[src/rtl/uart_rx_if.sv]
// Byte-stream interface of the UART receiver: serial line and ready in, byte with status out.
// The master modport is the receiver; the slave modport is the line driver and byte consumer.
interface uart_rx_if;
  logic       uart_bit_i;
  logic       ready_i;
  logic [7:0] uart_byte_o;
  logic       valid_o;
  logic       framing_err_o;
  logic       overrun_o;
  logic       busy_o;

  modport master (
    input  uart_bit_i,
    input  ready_i,
    output uart_byte_o,
    output valid_o,
    output framing_err_o,
    output overrun_o,
    output busy_o
  );

  modport slave (
    output uart_bit_i,
    output ready_i,
    input  uart_byte_o,
    input  valid_o,
    input  framing_err_o,
    input  overrun_o,
    input  busy_o
  );
endinterface

[src/rtl/uart_rx.sv]
// 8N1 UART receiver with mid-bit sampling and a valid/ready byte output.
// Each byte is registered at mid-stop, so the receiver re-arms early enough for back-to-back frames.
module uart_rx #(
  parameter int CLKS_PER_BIT = 16,
  parameter int SYNC_STAGES  = 2
) (
  input  logic     clk_uart,
  input  logic     rst,
  uart_rx_if.master bus
);

  localparam int HALF = CLKS_PER_BIT / 2;
  localparam int CW   = $clog2(CLKS_PER_BIT);
  localparam logic [CW-1:0] HALF_M1 = CW'(HALF - 1);
  localparam logic [CW-1:0] BIT_M1  = CW'(CLKS_PER_BIT - 1);
  localparam logic [CW-1:0] CNT_ONE = CW'(1);

  typedef enum logic [2:0] {
    IDLE      = 3'd0,
    START     = 3'd1,
    DATA      = 3'd2,
    STOP      = 3'd3,
    WAIT_IDLE = 3'd4
  } state_t;

  logic [SYNC_STAGES-1:0] sync_r;
  logic                   rxs_s;
  state_t                 state_r, state_nxt_s;
  logic [CW-1:0]          cnt_r, cnt_nxt_s;
  logic [2:0]             bit_idx_r, bit_idx_nxt_s;
  logic [7:0]             shift_r, shift_nxt_s;
  logic                   deliver_s, frame_err_s;
  logic [7:0]             byte_r;
  logic                   valid_r, framing_err_r, overrun_r, busy_r;

  assign rxs_s = sync_r[SYNC_STAGES-1];

  // Synchroniser for the asynchronous serial line
  always_ff @(posedge clk_uart or posedge rst) begin
    if (rst) begin
      sync_r <= '1;
    end else begin
      sync_r <= {sync_r[SYNC_STAGES-2:0], bus.uart_bit_i};
    end
  end

  // FSM, counters and shift register state
  always_ff @(posedge clk_uart or posedge rst) begin
    if (rst) begin
      state_r   <= IDLE;
      cnt_r     <= '0;
      bit_idx_r <= 3'd0;
      shift_r   <= 8'h00;
    end else begin
      state_r   <= state_nxt_s;
      cnt_r     <= cnt_nxt_s;
      bit_idx_r <= bit_idx_nxt_s;
      shift_r   <= shift_nxt_s;
    end
  end

  // Next-state logic and mid-bit sampling decisions
  always_comb begin
    state_nxt_s   = state_r;
    cnt_nxt_s     = cnt_r;
    bit_idx_nxt_s = bit_idx_r;
    shift_nxt_s   = shift_r;
    deliver_s     = 1'b0;
    frame_err_s   = 1'b0;
    case (state_r)
      IDLE: begin
        if (!rxs_s) begin
          state_nxt_s = START;
          cnt_nxt_s   = '0;
        end else begin
          state_nxt_s = IDLE;
        end
      end
      START: begin
        if (cnt_r == HALF_M1) begin
          cnt_nxt_s = '0;
          // A start bit that is gone by mid-bit was a glitch
          if (!rxs_s) begin
            state_nxt_s   = DATA;
            bit_idx_nxt_s = 3'd0;
          end else begin
            state_nxt_s = IDLE;
          end
        end else begin
          cnt_nxt_s = cnt_r + CNT_ONE;
        end
      end
      DATA: begin
        if (cnt_r == BIT_M1) begin
          cnt_nxt_s   = '0;
          shift_nxt_s = {rxs_s, shift_r[7:1]};
          if (bit_idx_r == 3'd7) begin
            state_nxt_s = STOP;
          end else begin
            bit_idx_nxt_s = bit_idx_r + 3'd1;
          end
        end else begin
          cnt_nxt_s = cnt_r + CNT_ONE;
        end
      end
      STOP: begin
        if (cnt_r == BIT_M1) begin
          cnt_nxt_s = '0;
          if (rxs_s) begin
            deliver_s   = 1'b1;
            state_nxt_s = IDLE;
          end else begin
            frame_err_s = 1'b1;
            state_nxt_s = WAIT_IDLE;
          end
        end else begin
          cnt_nxt_s = cnt_r + CNT_ONE;
        end
      end
      WAIT_IDLE: begin
        if (rxs_s) begin
          state_nxt_s = IDLE;
        end else begin
          state_nxt_s = WAIT_IDLE;
        end
      end
      default: begin
        state_nxt_s = IDLE;
        cnt_nxt_s   = '0;
      end
    endcase
  end

  // Output byte, handshake and status pulses
  always_ff @(posedge clk_uart or posedge rst) begin
    if (rst) begin
      byte_r        <= 8'h00;
      valid_r       <= 1'b0;
      framing_err_r <= 1'b0;
      overrun_r     <= 1'b0;
      busy_r        <= 1'b0;
    end else begin
      if (deliver_s) begin
        byte_r  <= shift_r;
        valid_r <= 1'b1;
      end else if (valid_r && bus.ready_i) begin
        valid_r <= 1'b0;
      end else begin
        valid_r <= valid_r;
      end
      framing_err_r <= frame_err_s;
      overrun_r     <= deliver_s & valid_r & ~bus.ready_i;
      busy_r        <= (state_nxt_s != IDLE);
    end
  end

  assign bus.uart_byte_o   = byte_r;
  assign bus.valid_o       = valid_r;
  assign bus.framing_err_o = framing_err_r;
  assign bus.overrun_o     = overrun_r;
  assign bus.busy_o        = busy_r;

endmodule

[src/flat_wrapper.sv]
// flat-port wrapper written by rule: the top's interface ports become plain ports
module uart_rx_flat 
#(
  parameter int CLKS_PER_BIT = 16,
  parameter int SYNC_STAGES  = 2
)
  (clk_uart, rst, bus_uart_bit_i, bus_ready_i, bus_uart_byte_o, bus_valid_o, bus_framing_err_o, bus_overrun_o, bus_busy_o);
  uart_rx_if bus_i ();
  input  logic clk_uart;
  input  logic rst;
  input wire logic [$bits(bus_i.uart_bit_i)-1:0] bus_uart_bit_i;
  input wire logic [$bits(bus_i.ready_i)-1:0] bus_ready_i;
  output wire logic [$bits(bus_i.uart_byte_o)-1:0] bus_uart_byte_o;
  output wire logic [$bits(bus_i.valid_o)-1:0] bus_valid_o;
  output wire logic [$bits(bus_i.framing_err_o)-1:0] bus_framing_err_o;
  output wire logic [$bits(bus_i.overrun_o)-1:0] bus_overrun_o;
  output wire logic [$bits(bus_i.busy_o)-1:0] bus_busy_o;
  assign bus_i.uart_bit_i = bus_uart_bit_i;
  assign bus_i.ready_i = bus_ready_i;
  assign bus_uart_byte_o = bus_i.uart_byte_o;
  assign bus_valid_o = bus_i.valid_o;
  assign bus_framing_err_o = bus_i.framing_err_o;
  assign bus_overrun_o = bus_i.overrun_o;
  assign bus_busy_o = bus_i.busy_o;
  uart_rx #(.CLKS_PER_BIT(CLKS_PER_BIT), .SYNC_STAGES(SYNC_STAGES)) u_core (.clk_uart(clk_uart), .rst(rst), .bus(bus_i));
endmodule
[config.mk]
export PLATFORM = sky130hd
export DESIGN_NAME = uart_rx_flat
export DESIGN_NICKNAME = d
export VERILOG_FILES = /design/src/rtl/uart_rx_if.sv /design/src/rtl/uart_rx.sv /design/src/flat_wrapper.sv
export SDC_FILE = /design/constraint.sdc
export NUM_CORES = 1
export LEC_CHECK = 0
export ABC_AREA = 0
export CORE_UTILIZATION = 58
export CTS_CLUSTER_DIAMETER = 40
export CTS_CLUSTER_SIZE = 28
export DETAILED_ROUTE_END_ITERATION = 16
export GPL_TIMING_DRIVEN = 0
export HOLD_SLACK_MARGIN = 0.12
export PLACE_DENSITY = 0.82
export SYNTH_ARGS = -nofsm -noshare
export SYNTH_HDL_FRONTEND = slang
export SYNTH_SLANG_ARGS = --single-unit
export TNS_END_PERCENT = 10
[constraint.sdc]
create_clock -name clk_uart -period 4.69 [get_ports clk_uart]
set_clock_uncertainty 0.1 [all_clocks]
set_input_delay 0.938 -clock clk_uart [delete_from_list [all_inputs] [get_ports clk_uart]]
set_output_delay 0.938 -clock clk_uart [all_outputs]
set_load 0.03 [all_outputs]
Yosys cells after proc, flatten, opt, wreduce, memory -nomap -nowiden
Cells that the tools add are included.
Cells by class
  reductions and logical operators: 9
  bitwise logic cells: 4
  equality and inequality tests: 12
  mux-type cells: 25
  add/subtract/negate cells: 2
Operators with widths (number)
  $mux W3: 9
  $pmux W4 S4: 1
  $pmux W3 S5: 1
  $mux W4: 3
  $mux W1: 9
  $eq A3 B2 Y1 const B: 2
  $eq A3 B3 Y1 const B: 2
  $ne A2 B2 Y1 const B: 3
  $pmux W3 S2: 1
  $reduce_and A5 Y1: 1
  $add A4 B1 Y4 const B: 1
  $eq A4 B3 Y1 const B: 1
  $eq A4 B4 Y1 const B: 1
  $ne A2 B1 Y1 const B: 2
  $reduce_and A2 Y1: 2
  $reduce_bool A2 Y1: 2
  $add A3 B1 Y3 const B: 1
  $eq A3 B1 Y1 const B: 1
  $logic_not A3 Y1: 1
  $reduce_bool A3 Y1: 1
  $and A1 B1 Y1: 2
  $mux W2: 1
  $not A1 Y1: 2
  $reduce_or A2 Y1: 1
  $logic_and A1 B1 Y1: 1
Storage, ports and cells
  bits in registers: 32
  input port bits: 4
  output and inout bits: 12

Depth between registers and ports, before layout
Gate-level depths: netlist of the first run.
  depth in word-level cells: 5
  depth in mapped cells: 5

Worst setup path before layout of the first run
No wires, ideal clock.
  path kind: reg2reg
  start point: register u_core.cnt_r[0]
  end point: register u_core.busy_r, in the netlist u_core.bus.busy_o
  arrival: 1.549 ns
  setup time: 0.131 ns
  period minus slack after synthesis: 1.780 ns
  stages on the path, launching flop included: 6
  setup slack: 2.910 ns
  buffers on the path: 0
  cell sequence: dfrtp_1 -> ha_1 -> nand2_1 -> nor4_4 -> a221o_1 -> or3_1
On the way
  cells in the longest elaborated chain, start to end: 4
RTL lines
  start, declared: line uart_rx.sv:29  | logic [CW-1:0] cnt_r, cnt_nxt_s;
  start signal, assigned: line uart_rx.sv:56  | cnt_r <= cnt_nxt_s;
  $eq A4 B4 Y1 or $eq A4 B3 Y1 (tied branches): line uart_rx.sv:94, uart_rx.sv:107, uart_rx.sv:80
  $mux W3 (on tied branches): line uart_rx.sv:107, uart_rx.sv:80, uart_rx.sv:94
  $pmux W3 S5 (*): line uart_rx.sv:70  | case (state_r)
  net u_core.state_nxt_s[0]: line uart_rx.sv:28  | state_t state_r, state_nxt_s;
  $reduce_bool A3 Y1 (*): line uart_rx.sv:153  | busy_r <= (state_nxt_s != IDLE);
  end signal, assigned: line uart_rx.sv:153
  end, declared: line uart_rx.sv:34  | logic valid_r, framing_err_r, overrun_r, busy_r;
Mark *: on every way through the listed nets, which the timed path passes. The rest lies on a longest branch.
A chain may end at the register's enable or synchronous reset.

Worst setup path after layout of the first run
  start point: register u_core.byte_r[4], in the netlist u_core.bus.uart_byte_o[4]
  end point: output port bus_uart_byte_o[4]
RTL lines
  start, declared: line uart_rx.sv:33  | logic [7:0] byte_r;
  start signal, assigned: line uart_rx.sv:144  | byte_r <= shift_r;
  end, declared: line flat_wrapper.sv:13  | output wire logic [$bits(bus_i.uart_byte_o)-1:0] bus_uart_byte_o;
No word-level cell between the ends.

==> metrics.md, run 1 <==
| Metric | Value |
|---|---|
| Routed WL per cell | `13.7 µm` |
| Routed wire length | `2140 µm` |
| Crit path max fanout | `2` |
| Post-CTS Setup Repair Bufs | `0` |
| CTS tree | `built` |
| Worst vdd ir | `0.000354 V` |
| Die ar. | `2590 µm²` |
| Final design utilization | `72.9%` |
| Port bufs | `15` |
| Fin. Hold Viols | `0` |
| Clock buffer count from CTS | `5` |
| Largest area contributor in the netlist | `dfrtp_1` |
| Proportion of netlist area held by the largest area contributor | `54.1%` |
| CP max stage delay | `0.67 ns` |
| Worst Setup Start Kind | `flip-flop` |
| Clock sink count | `32` |
| Sequence of cells on the critical path | `clkdlybuf4s50_1` |
| DR pass1 iterations | `4` |
| Post-Route Setup TNS | `0 ns` |
| Worst Path Buf+Inv | `1` |
| Max Slew Vio Count | `0` |
| Hold Crit Class | `flip-flop to flip-flop` |
| Root buf cell | `clkbuf_4` |
| Worst-margin pin slew | `1.12 ns` |
| Gpl congestion | `0.851` |
| Drt drc | `0` |
| RSZ-0062 raised after global routing | `no` |
| Clock buffer depth | `2` |
| Status | `finished clean` |
| Synth Area per Inst | `13.2 µm²` |
| Later-pin clock latency in the skew report | `0.34 ns` |
| Critical setup path kind | `flip-flop to output pin` |
| Top post-synthesis cells by area | `dfrtp_1 (54%), mux2_2 (16%), dfstp_2 (3.8%)` |
| Num ports | `16` |
| Critical path data arrival time | `1.37 ns` |
| Post-CTS Resized | `0` |
| Pleak | `0.790 nW` |
| Setup ws final | `2.28 ns` |
| Final instance area | `1630 µm²` |
| Synthesized area | `1390 µm²` |
| Rows | `17` |
| First-pass GRT wire length | `3960 µm` |
| Area growth from synthesis to layout | `17.4%` |
| Final net count | `134` |
| Ratio of final minimum period to clock period | `51.4%` |
| GRT Resource Usage Total | `22.1%` |
| Asr flop ratio synth | `100%` |
| DP HPWL | `1570 µm` |
| Relative slew margins | `25.5%` |
| Pwr Total | `0.676 mW` |
| CP max stage cell | `clkdlybuf4s50_1` |
| Synthesis warning total | `0` |
| Initial antenna violation count | `0` |
| Placed Area | `1570 µm²` |
| Commonest cells in the netlist | `dfrtp_1 (30), mux2_2 (20), nor2_1 (8)` |
| Initial DRC count | `20` |
| Worst-path clk slew | `0.10 ns` |
| Synth Net Count | `112` |
| Final min period | `2.41 ns` |
| Max Fclk | `0.415 GHz` |
| Sequential area share after synthesis | `57.9%` |
| EDFF count, synth | `0` |
| Die width | `50.9 µm` |
| Mapped Cells | `105` |
| Synth Register Bits | `32` |
| Dpl ws | `2.25 ns` |
| Library cells used by synthesis | `30` |
| Top_reg_cell synth | `dfrtp_1` |
| DR vias/cell | `5.64` |
| Most instantiated library cell after synthesis | `dfrtp_1` |
| Vias | `880` |
| GR Overflow Total | `0` |
| Power density cells | `415 nW/µm²` |
| Max-Cap Viols | `0` |
| Fraction of layout cells with a size suffix above 1 | `29.7%` |
| Diode count | `0` |
| Crit end category | `output pin` |
| Required time of the critical path | `3.65 ns` |
| Final setup violating endpoints | `0` |
| Placeable core area | `2230 µm²` |
| CP delay by family, top | `buffers and inverters` |
| Cts hold-fix bufs | `0` |
| Pin count of the biggest net entering global routing | `33` |
| Initial core utilization | `62.1%` |
| Final ANT Viol Nets | `0` |
| Vias in the first global route | `909` |
| H-tree Lvls | `2` |
| Die height | `50.9 µm` |
==> cells in the final DEF (no fill, tap or decap), types with 2 or more instances in the layout <==
master and count:
nor4_1 3, clkinv_2 2, buf_2 3, nand2_1 5, a22o_1 2, clkdlybuf4s50_1 15
nand3_1 3, inv_1 2, mux2_2 20, clkbuf_4 5, dfstp_2 2, nor4_4 2
and3_1 3, nor2_1 8, ha_1 3, nor3_1 3, dfrtp_1 30
==> path summary, 6_finish.rpt <==
check                                           to                       from  slack (ns)  depth (start not counted)
worst max-delay path            bus_uart_byte_o[4]  u_core.bus.uart_byte_o[4]        2.28                          1
worst min-delay path              u_core.sync_r[1]           u_core.sync_r[0]        0.26                          0
worst max register to register   u_core.shift_r[0]            u_core.cnt_r[0]        2.77                          4
worst min register to register    u_core.sync_r[1]           u_core.sync_r[0]        0.26                          0
max in group asynchronous          u_core.cnt_r[3]                        rst        2.73                          2
min in group asynchronous        u_core.shift_r[2]                        rst        1.08                          2
==> metal layers <==
layer / share of wire (%) / vias up / track usage [%]
li1: - / 423 / -
met1: 46 / 433 / 27.4
met2: 46 / 19 / 32.7
met3: 4.6 / 5 / 8.04
met4: 2.8 / 0 / 13.9
met5: 0 / - / 0
==> metrics by stage <==
step / hold slack (ns) / std cells
2_1_floorplan: 0.245 / 105
3_3_place_gp: 0.248 / 148
3_5_place_dp: 0.251 / 148
4_1_cts: 0.265 / 156
5_1_grt: 0.267 / 156
6_report: 0.262 / 156
==> power by group <==
| part | internal (mW) | leakage, nW | switching [mW] |
|---|---|---|---|
| clock network | 0.0574 | 0.0349 | 0.0916 |
| registers | 0.311 | 0.420 | 0.0219 |
| logic | 0.0855 | 0.335 | 0.108 |
==> logic make-up (layout without fill, tap and decap cells) <==
| kind of cell | after synthesis | count (layout) | share of synthesized area [%] |
|---|---|---|---|
| xor+xnor | 2 | 2 | 1.26 |
| flops | 32 | 32 | 57.9 |
| compound gates | 10 | 10 | 5.77 |
| buf+inv | 6 | 29 | 2.43 |
| fa+ha+maj | 3 | 3 | 2.71 |
| mux | 20 | 20 | 16.2 |
| simple gates | 32 | 32 | 13.7 |
==> cell type report <==
type | count | area (µm²)
Tap cell | 28 | 35.0
Clock buffer | 5 | 37.5
Timing Repair Buffer | 15 | 150
Fill cell | 169 | 604
Inverter | 2 | 7.51
Clock inverter | 3 | 18.8
Multi-Input combinational cell | 67 | 551
Buffer | 4 | 26.3
Sequential cell | 32 | 803
==> flip-flops by register name, indices dropped and copies added, names as in the netlist <==
register and cells:
u_core.bit_idx_r 3, u_core.bus.busy_o 1, u_core.bus.framing_err_o 1, u_core.bus.overrun_o 1
u_core.bus.uart_byte_o 8, u_core.bus.valid_o 1, u_core.cnt_r 4, u_core.shift_r 8
u_core.state_r 3, u_core.sync_r 2
No activity file was read; power rests on OpenSTA's default activity.
==> run 2, diff against run 1 <==
- CORE_UTILIZATION: 58 -> 54
- PLACE_DENSITY: 0.82 -> 0.77
- clock period: 4.69 -> 2.4 ns (I/O delays scaled with it)
==> metrics.md, run 2 (synthesized netlist as in run 1, its figures left out) <==
| Metric | Value |
|---|---|
| Status | `finished clean` |
| Final ANT Viol Nets | `0 (unchanged)` |
| Crit end category | `flip-flop` |
| Clock sink count | `32 (unchanged)` |
| Dpl cells | `150 (+1.4%)` |
| Die height | `52.7 µm (+3.5%)` |
| Drt drc | `0 (unchanged)` |
| Required time of the critical path | `2.52 ns (-1.13 ns)` |
| Vias | `883 (+0.34%)` |
| Port bufs | `15 (unchanged)` |
| Initial antenna violation count | `0 (unchanged)` |
| Vias in the first global route | `905 (-0.44%)` |
| Hold Crit Class | `flip-flop to flip-flop` |
| Initial core utilization | `56.5% (-5.6 points)` |
| Later-pin clock latency in the skew report | `0.34 ns (about the same)` |
| Worst Path Buf+Inv | `0 (-1)` |
| Die ar. | `2780 µm² (+7.1%)` |
| Max Slew Vio Count | `0 (unchanged)` |
| Clock power share | `28.0% (+5.9 points)` |
| Final min period | `2.03 ns` |
| Hold WS | `0.262 ns (+0.000697 ns)` |
| Pleak | `0.809 nW (+2.4%)` |
| Worst-margin pin slew | `0.670 ns (-0.446 ns)` |
| R2r startpoint | `u_core.cnt_r[0]` |
| Hold path depth | `0 (unchanged)` |
| Relative slew margins | `55.0% (+29 points)` |
| CP delay by family, top | `simple AND/OR/NAND/NOR gates` |
| Sequential power share | `45.2% (-4.1 points)` |
| Root buf cell | `clkbuf_4` |
| Pwr Total | `1.44 mW (+110%)` |
| Placeable core area | `2450 µm² (+9.9%)` |
| Cts hold-fix bufs | `0 (unchanged)` |
| Min-delay src | `u_core.sync_r[0]` |
| Gpl congestion | `0.890 (+4.6%)` |
| Fraction of layout cells with a size suffix above 1 | `30.2% (+0.55 points)` |
| Placed Area | `1580 µm² (+0.16%)` |
| Worst Setup Start Kind | `flip-flop` |
| P_sw | `0.444 mW (+100%)` |
| Post-Route Setup TNS | `0 ns (unchanged)` |
| Routed wire length | `2340 µm (+9.3%)` |
| DR pass1 iterations | `4 (unchanged)` |
| Worst-path clk slew | `0.10 ns (about the same)` |
| DP HPWL | `1640 µm (+4.4%)` |
| First-pass GRT wire length | `4020 µm (+1.4%)` |
| Clock buffer count from CTS | `5 (unchanged)` |
| Area growth from synthesis to layout | `21.3%` |
| Crit path max fanout | `9 (+7)` |
| Critical path data arrival time | `2.15 ns (+0.78 ns)` |
| Pin count of the biggest net entering global routing | `33 (unchanged)` |
| CP max stage cell | `nor4_4` |
| Power Internal | `0.996 mW (+120%)` |
| Sequence of cells on the critical path | `ha_1 -> nand2_1 -> nor4_4 -> mux2_2` |
| Post-CTS Setup Repair Bufs | `0 (unchanged)` |
| H-tree Lvls | `2 (unchanged)` |
| Post-CTS Resized | `0 (unchanged)` |
| Logic pwr share | `26.8% (-1.9 points)` |
| DR vias/cell | `5.55 (-1.6%)` |
| Die width | `52.7 µm (+3.5%)` |
| Power density cells | `856 nW/µm² (+110%)` |
| Switching part of the total | `30.8% (-2.0 points)` |
| Routed WL per cell | `14.7 µm (+7.3%)` |
| Hold Path End | `u_core.sync_r[1]` |
| Max Fclk | `0.493 GHz` |
| GR Overflow Total | `0 (unchanged)` |
| RSZ-0062 raised after global routing | `no` |
| Final net count | `135 (+0.75%)` |
| Clock buffer depth | `2 (unchanged)` |
| CP max stage delay | `0.62 ns (-0.05 ns)` |
| Most common cell after layout, fill and taps aside | `dfrtp_1` |
| Ratio of final minimum period to clock period | `84.6%` |
| Final setup violating endpoints | `0 (unchanged)` |
| GRT Resource Usage Total | `21.1% (-1.0 points)` |
| CTS tree | `built` |
| Reg-to-Reg End | `u_core.shift_r[0]` |
| Num ports | `16 (unchanged)` |
| Critical setup path kind | `flip-flop to flip-flop` |
| Initial DRC count | `20 (unchanged)` |
| Worst R2R Path Depth | `4 (unchanged)` |
| Final instance area | `1680 µm² (+3.3%)` |
| Diode count | `0 (unchanged)` |
| Max-Cap Viols | `0 (unchanged)` |
| Finished Layout Cells | `159 (+1.9%)` |
| Most frequent cells in the layout | `dfrtp_1 (30), mux2_2 (20), clkdlybuf4s50_1 (15)` |
| Fillers | `179 (+5.9%)` |
| Rows | `18 (+1)` |
| Worst vdd ir | `0.000784 V (+120%)` |
| R2r setup slk | `0.37 ns (-2.40 ns)` |
| Fin. Hold Viols | `0 (unchanged)` |
==> run 2: cell types whose count changed in the layout (fill, tap and decap cells not counted) <==
cell	before	now
buf_16	0	1
bufinv_16	0	1
clkinv_2	2	1
clkinv_4	1	0
clkinvlp_4	0	1
==> run 2: stage by stage <==
stage	utilization, %	setup slack [ns]
final	68.6	0.370
after global routing	68.6	0.251
after CTS	67.4	0.376
after detailed placement	64.2	0.390
after global placement	64.2	0.444
after floorplan	-	0.620
==> run 2: power groups by stage <==
stage / Sequential (mW) / Clock (mW) / Combinational [mW]
6_report: 0.651 / 0.404 / 0.385
3_5_place_dp: 0.663 / 0 / 0.380
4_1_cts: 0.651 / 0.415 / 0.383
3_3_place_gp: 0.659 / 0 / 0.364
2_1_floorplan: 0.670 / 0 / 0.288
5_1_grt: 0.662 / 0.439 / 0.439
==> run 2: layout make-up <==
class / instances / area [µm²] / area share (%)
repair buffers: 16 / 178 / 10.6
flip-flops and latches: 32 / 803 / 47.7
inverters: 2 / 7.51 / 0.446
multi-input cells: 67 / 551 / 32.7
well taps: 30 / 37.5 / 2.23
clock inverters: 3 / 42.5 / 2.53
plain buffers: 4 / 26.3 / 1.56
clock buffers: 5 / 37.5 / 2.23
==> run 2: worst max path at each step <==
| stage | startpoint | to | slack [ns] | cells after the start |
|---|---|---|---|---|
| after global placement | rst | u_core.bit_idx_r[0] | 0.44 | 2 |
| after detailed placement | rst | u_core.bit_idx_r[2] | 0.39 | 2 |
| after floorplan | u_core.cnt_r[0] | u_core.bus.busy_o | 0.62 | 5 |
| after global routing | u_core.cnt_r[0] | u_core.shift_r[7] | 0.25 | 4 |
| final | u_core.cnt_r[0] | u_core.shift_r[0] | 0.37 | 4 |
| after CTS | u_core.cnt_r[0] | u_core.shift_r[0] | 0.38 | 4 |
==> run 2: routing by layer <==
metal,up-vias,GRT usage [%],share of wire [%]
li1,427,-,-
met1,434,26.3,45
met2,16,30.8,50
met3,6,8.70,3.5
met4,0,11.4,1.8
met5,-,0,0
